**src/rtl/fm_phase_disc.sv**
```systemverilog
// FM phase discriminator: sequences samples through a serial CORDIC, differences
// consecutive phases and averages 2^DEC_LOG2 of them. Squelch: FM_PHASE_DISC_SQUELCH_EN.
module fm_phase_disc #(
  parameter int XY_WDT     = 16,
  parameter int FIFO_DEPTH = 4,
  parameter int DEC_LOG2   = 2
) (
  input  logic                     clk,
  input  logic                     reset,
  input  logic                     in_vld,
  output logic                     in_rdy,
  input  logic [XY_WDT-1:0]        xin,
  input  logic [XY_WDT-1:0]        yin,
  input  logic [XY_WDT-1:0]        sq_thr,
  output logic                     cord_st,
  output logic [XY_WDT-1:0]        cord_x,
  output logic [XY_WDT-1:0]        cord_y,
  input  logic                     cord_rdy,
  input  logic [XY_WDT-1:0]        cord_mag,
  input  logic signed [XY_WDT+1:0] cord_ph,
  output logic                     out_vld,
  output logic signed [XY_WDT+1:0] dph,
  output logic [XY_WDT-1:0]        out_mag
);

  localparam int PW    = XY_WDT + 2;
  localparam int AW    = $clog2(FIFO_DEPTH);
  localparam int ACC_W = PW + DEC_LOG2;
  localparam int CW    = (DEC_LOG2 > 0) ? DEC_LOG2 : 1;
  localparam logic [CW-1:0] CNT_LAST  = CW'((1 << DEC_LOG2) - 1);
  localparam logic [AW:0]   FIFO_FULL = (AW + 1)'(FIFO_DEPTH);

  typedef enum logic [2:0] {
    S_IDLE,
    S_LAUNCH,
    S_BLANK,
    S_WAIT,
    S_CALC
  } state_t;

  state_t state_q, state_d;

  // Input FIFO
  logic [2*XY_WDT-1:0] mem_q [FIFO_DEPTH];
  logic [AW-1:0]       wr_ptr_q, rd_ptr_q;
  logic [AW:0]         count_q;
  logic                rdy_en_q;
  logic                push, pop, empty, full;

  // CORDIC operands, captured results and averaging state
  logic [XY_WDT-1:0]       cord_x_q, cord_y_q;
  logic [XY_WDT-1:0]       mag_q;
  logic signed [PW-1:0]    ph_q, ph_prev_q;
  logic                    primed_q;
  logic signed [ACC_W-1:0] acc_q;
  logic [CW-1:0]           cnt_q;
  logic                    out_vld_q;
  logic signed [PW-1:0]    dph_q;
  logic [XY_WDT-1:0]       out_mag_q;

  logic                    capture, calc, last;
  logic signed [PW-1:0]    diff, diff_eff;
  logic signed [ACC_W-1:0] sum;

  assign empty  = (count_q == '0);
  assign full   = (count_q == FIFO_FULL);
  assign in_rdy = rdy_en_q && !full;
  assign push   = in_vld && in_rdy;

  // NOTE: every output of this block gets a default before the case, so no path
  // leaves a signal unassigned and no latch is inferred.
  always_comb begin
    state_d = state_q;
    cord_st = 1'b0;
    pop     = 1'b0;
    capture = 1'b0;
    calc    = 1'b0;
    unique case (state_q)
      // The pop happens on entry to LAUNCH so cord_x/cord_y are valid alongside cord_st.
      S_IDLE: begin
        if (!empty && cord_rdy) begin
          pop     = 1'b1;
          state_d = S_LAUNCH;
        end
      end
      S_LAUNCH: begin
        cord_st = 1'b1;
        state_d = S_BLANK;
      end
      S_BLANK: state_d = S_WAIT;
      S_WAIT: begin
        if (cord_rdy) begin
          capture = 1'b1;
          state_d = S_CALC;
        end
      end
      S_CALC: begin
        calc    = 1'b1;
        state_d = S_IDLE;
      end
      default: state_d = S_IDLE;
    endcase
  end

  // Two's-complement wrap of the subtraction is exactly the [-pi, pi) fold.
  assign diff = ph_q - ph_prev_q;

`ifdef FM_PHASE_DISC_SQUELCH_EN
  assign diff_eff = (mag_q < sq_thr) ? '0 : diff;
`else
  logic unused_sq_thr;
  assign unused_sq_thr = ^sq_thr;
  assign diff_eff      = diff;
`endif

  assign sum  = acc_q + ACC_W'(diff_eff);
  assign last = (cnt_q == CNT_LAST);

  // NOTE: the sample store has no reset; the pointers and count alone say which
  // entries are valid, which lets the array map onto plain memory.
  always_ff @(posedge clk) begin
    if (push) mem_q[wr_ptr_q] <= {xin, yin};
  end

  // NOTE: all state updates use non-blocking assignments so every register sees
  // pre-edge values regardless of statement order.
  always_ff @(posedge clk) begin
    if (!reset) begin
      state_q   <= S_IDLE;
      rdy_en_q  <= 1'b0;
      wr_ptr_q  <= '0;
      rd_ptr_q  <= '0;
      count_q   <= '0;
      cord_x_q  <= '0;
      cord_y_q  <= '0;
      mag_q     <= '0;
      ph_q      <= '0;
      ph_prev_q <= '0;
      primed_q  <= 1'b0;
      acc_q     <= '0;
      cnt_q     <= '0;
      out_vld_q <= 1'b0;
      dph_q     <= '0;
      out_mag_q <= '0;
    end else begin
      state_q  <= state_d;
      rdy_en_q <= 1'b1;
      count_q  <= count_q + (AW + 1)'(push) - (AW + 1)'(pop);
      if (push) wr_ptr_q <= wr_ptr_q + AW'(1);
      if (pop) begin
        rd_ptr_q             <= rd_ptr_q + AW'(1);
        {cord_x_q, cord_y_q} <= mem_q[rd_ptr_q];
      end
      if (capture) begin
        mag_q <= cord_mag;
        ph_q  <= cord_ph;
      end
      out_vld_q <= 1'b0;
      if (calc) begin
        ph_prev_q <= ph_q;
        primed_q  <= 1'b1;
        // The first capture after reset only establishes the phase reference.
        if (primed_q) begin
          if (last) begin
            acc_q     <= '0;
            cnt_q     <= '0;
            out_vld_q <= 1'b1;
            dph_q     <= sum[ACC_W-1:DEC_LOG2];
            out_mag_q <= mag_q;
          end else begin
            acc_q <= sum;
            cnt_q <= cnt_q + CW'(1);
          end
        end
      end
    end
  end

  assign cord_x  = cord_x_q;
  assign cord_y  = cord_y_q;
  assign out_vld = out_vld_q;
  assign dph     = dph_q;
  assign out_mag = out_mag_q;

endmodule

```
**config.mk**
```make
export PLATFORM = sky130hd
export DESIGN_NAME = fm_phase_disc
export DESIGN_NICKNAME = d
export VERILOG_FILES = /design/src/rtl/fm_phase_disc.sv
export SDC_FILE = /design/constraint.sdc
export NUM_CORES = 1
export LEC_CHECK = 0
export CAP_MARGIN = 40
export CELL_PAD_IN_SITES_DETAIL_PLACEMENT = 2
export CELL_PAD_IN_SITES_GLOBAL_PLACEMENT = 2
export CORE_ASPECT_RATIO = 1.4
export CORE_UTILIZATION = 33
export DETAILED_ROUTE_END_ITERATION = 7
export GPL_ROUTABILITY_DRIVEN = 0
export PLACE_DENSITY_LB_ADDON = 0.1
export SLEW_MARGIN = 20
export SYNTH_ARGS = -nofsm -noshare
export SYNTH_HDL_FRONTEND = slang
export SYNTH_SLANG_ARGS = --single-unit
```
**constraint.sdc**
```tcl
create_clock -name clk -period 3.5 [get_ports clk]
set_input_delay 0.525 -clock clk [delete_from_list [all_inputs] [get_ports clk]]
set_output_delay 0.525 -clock clk [all_outputs]
set_load 0.05 [all_outputs]
```
==> qor.tcl <==
set qor(cts_hold_repair.buffers) 0
set qor(ios) 155
set qor(design_area_um2) 16200
set qor(multi_input_comb_area_um2) 5140
set qor(drt.antenna.violating_nets) 0
set qor(synth_ff_type) {dfxtp_1}
set qor(maxCapViolations) 0
set qor(outcome) {complete, but fails checks}
set qor(dp_hpwl_um) 23400
set qor(wl_met1_um) 13100
set qor(syn_inst) 1091
set qor(grtUsageTotal_pct) 18.9
set qor(timing.critical_path.fanout_max) 4
set qor(worstSetupPathType) {register to register}
set qor(floorplan.die_area_um2) 37000
set qor(via_per_inst) 5.05
set qor(maxClockFrequency_ghz) 0.263
set qor(mostFrequentLayoutCell) {nand2_1}
set qor(regArea_um2) 6910
set qor(clock-skew-final_ns) 0.0146
set qor(max-vdd-ir-drop_mv) 0.562
set qor(route.top_layer_used) {met4}
set qor(worst_ep_required_time_ns) 3.94
set qor(routed_wirelength_um) 35000
set qor(post_route_fraction_of_the_period_consumed_by_the_critical_path_pct) 109
set qor(floorplan.die.width_um) 163
set qor(p_leak_uw) 0.00578
set qor(dr_total_vias) 9145
set qor(grt_max_degree) 141
set qor(edff_count_synth) 128
set qor(dpl.cell_count) 1737
set qor(ys_async_sr_fraction_pct) 0
set qor(final-max-slew-violation-count) 0
set qor(netlist_area_before_placement_um2) 11900
set qor(start_kind) {register}
set qor(ff2ff_setup_slack_ns) -0.31
set qor(failed_checks) {negative setup slack}
set qor(synth_cell_types) 61
set qor(layout_common_cells) {nand2_1 (233), dfxtp_1 (147), clkdlybuf4s50_1 (138)}
set qor(htreeDepth) 1
set qor(detail_route.iter0.violations) 260
set qor(mapped_nets) 1225
set qor(post-layout-total-power_uw) 9210
set qor(tritoncts) {done}
set qor(timing.final.setup_violations) 14
set qor(pwr_density_cell_nw_per_um2) 569
set qor(grt_remaining_overflow) 0
set qor(cts-buffers-inserted) 30
set qor(clk_transition_reported_paths_ns) 0.06
set qor(final-instance-count-excl-fill) 1812
set qor(fp.coreArea_um2) 35700
set qor(detailed_route_wirelength_on_metal3_um) 1280
set qor(number_of_sinks_driven_by_the_clock_tree) 281
set qor(hold_viol_final) 0
set qor(synthToLayoutAreaGrowth_pct) 35.6
set qor(rsz0062_at_grt) {yes}
set qor(cts-root-to-sink-buffers) 3
set qor(finalNetCount) 1459
set qor(grt_pass1_wl_um) 54100
set qor(layout.filler_cells) 3665
set qor(route.detailed.wl_per_inst_um) 19.3
set qor(ys_seq_elements) 281
set qor(utilization_pct) 45.4
set qor(dpl_cell_area_um2) 14500
set qor(drc) 0
set qor(grt_antenna_before_repair) 0
set qor(numPortBuffers) 138
set qor(avgSynthCellArea_um2) 10.9
set qor(insertion_delay_ns) 0.56
set qor(arrival_time_at_the_worst_endpoint_ns) 4.24
set qor(core.rowCount) 82
set qor(number_of_search_and_repair_iterations_in_the_first_detailed_routing_pass) 4
set qor(synthesis.yosys.warnings) 0
set qor(proportion_of_layout_cells_with_a_drive_suffix_above_1_pct) 21.3
set qor(root_buffer) {clkbuf_16}
set qor(met2_length_um) 20000
set qor(tightestPinTransition_ns) 0.766
set qor(maxSlewHeadroom_pct) 48.8
set qor(initial_utilization_pct) 33.5
set qor(endpoint_kind) {register}
set qor(finalCriticalPeriod_ns) 3.81
set qor(totalNegativeSetupSlack_ns) -2.35
set qor(hold_class) {register to register}
set qor(ys_seq_area_share_pct) 57.8
set qor(die-height_um) 227
set qor(final_critical_path_setup_slack_ns) -0.307
set qor(first_global_vias) 10100
==> per-stage QoR <==
step           hold slack (ns)  setup WS [ns]
6_report                 0.455         -0.307
5_1_grt                  0.474         -0.552
4_1_cts                  0.458         -0.324
3_5_place_dp             0.449         -0.487
3_3_place_gp             0.439         -0.420
2_1_floorplan            0.432        -0.0767
==> synth_stat cells (all sizes together), types with 3 or more instances <==
| cell | instances | area, um2 |
|---|---|---|
| a21oi | 140 | 701 |
| ha | 45 | 563 |
| clkbuf | 47 | 176 |
| nor3 | 11 | 55.1 |
| nand2 | 235 | 882 |
| a21boi | 7 | 52.6 |
| or3 | 4 | 25.0 |
| o21ai | 19 | 95.1 |
| o21a | 9 | 67.6 |
| fa | 3 | 60.1 |
| mux4 | 32 | 721 |
| nand3 | 16 | 80.1 |
| a31oi | 3 | 18.8 |
| nor2b | 5 | 31.3 |
| buf | 11 | 70.1 |
| a32oi | 3 | 26.3 |
| inv | 36 | 135 |
| and3 | 10 | 62.6 |
| and2 | 5 | 33.8 |
| xnor2 | 21 | 184 |
| nor2 | 56 | 210 |
| a21o | 11 | 83.8 |
| a211o | 3 | 27.5 |
| o211ai | 8 | 65.1 |
| a211oi | 7 | 62.6 |
| a22oi | 9 | 67.6 |
| mux2i | 4 | 40.0 |
| nand4b | 4 | 35.0 |
| edfxtp | 128 | 3840 |
| dfxtp | 153 | 3060 |
| o2111ai | 5 | 43.8 |
| xor2 | 9 | 78.8 |
| nand4 | 3 | 18.8 |
==> per-layer routing <==
layer	GRT usage (%)	vias up
met2	37.8	117
met4	4.79	0
met5	0	-
li1	-	4346
met3	3.22	40
met1	19.9	4642
==> critical path, stage by stage, from the launching register on <==
cell and delay [ns]:
dfxtp_2 0.34, inv_2 0.04, ha_4 0.15, fa_2 0.34
nor2b_2 0.15, o21ai_2 0.08, a21boi_2 0.19, nor3_4 0.08
o21ai_1 0.12, a21oi_1 0.08, xnor2_1 0.13, ha_1 0.35
a21o_1 0.23, a221oi_4 0.32, nor4b_4 0.32, a2111o_1 0.28
nand3_2 0.12, a221oi_2 0.28, a211oi_2 0.08
==> logic make-up after synthesis <==
family | count (synthesis) | synth area share, %
simple gates | 360 | 12.8
flops | 281 | 57.8
compound gates | 240 | 12.3
buf+inv | 96 | 3.26
fa+ha+maj | 48 | 5.22
mux | 36 | 6.37
xor+xnor | 30 | 2.20
==> path summary, 6_finish.rpt <==
path	startpoint	end	cells after the start
hold / removal	mag_q[11]	out_mag[11]	2
setup / recovery	ph_q[0]	dph[17]	18
setup reg to reg	ph_q[0]	dph[17]	18
hold reg to reg	mag_q[11]	out_mag[11]	2
==> state kept, by name (all words and copies together), names as in the netlist, 18 cells and up <==
name,count
mem_q,128
acc_q,20
dph,18
ph_prev_q,18
ph_q,18
==> power by group <==
| group | internal [uW] | switching [uW] |
|---|---|---|
| logic | 906 | 1150 |
| clock network | 2010 | 1370 |
| registers | 3630 | 156 |
==> timing repair <==
item,4_1_cts,5_1_grt
pin swaps,27,38
resized for setup,25,74
endpoints found under the setup margin,20,26
buffers inserted,8,15
==> layout make-up <==
| class | count | area share (%) |
|---|---|---|
| Multi-Input combinational cell | 714 | 31.7 |
| Clock buffer | 33 | 4.90 |
| Inverter | 38 | 0.896 |
| Sequential cell | 281 | 42.7 |
| Tap cell | 462 | 3.57 |
| Antenna cell | 1 | 0.0154 |
| Clock inverter | 23 | 1.61 |
| Timing Repair Buffer | 260 | 14.6 |
Power figures use the tool's default switching activity.
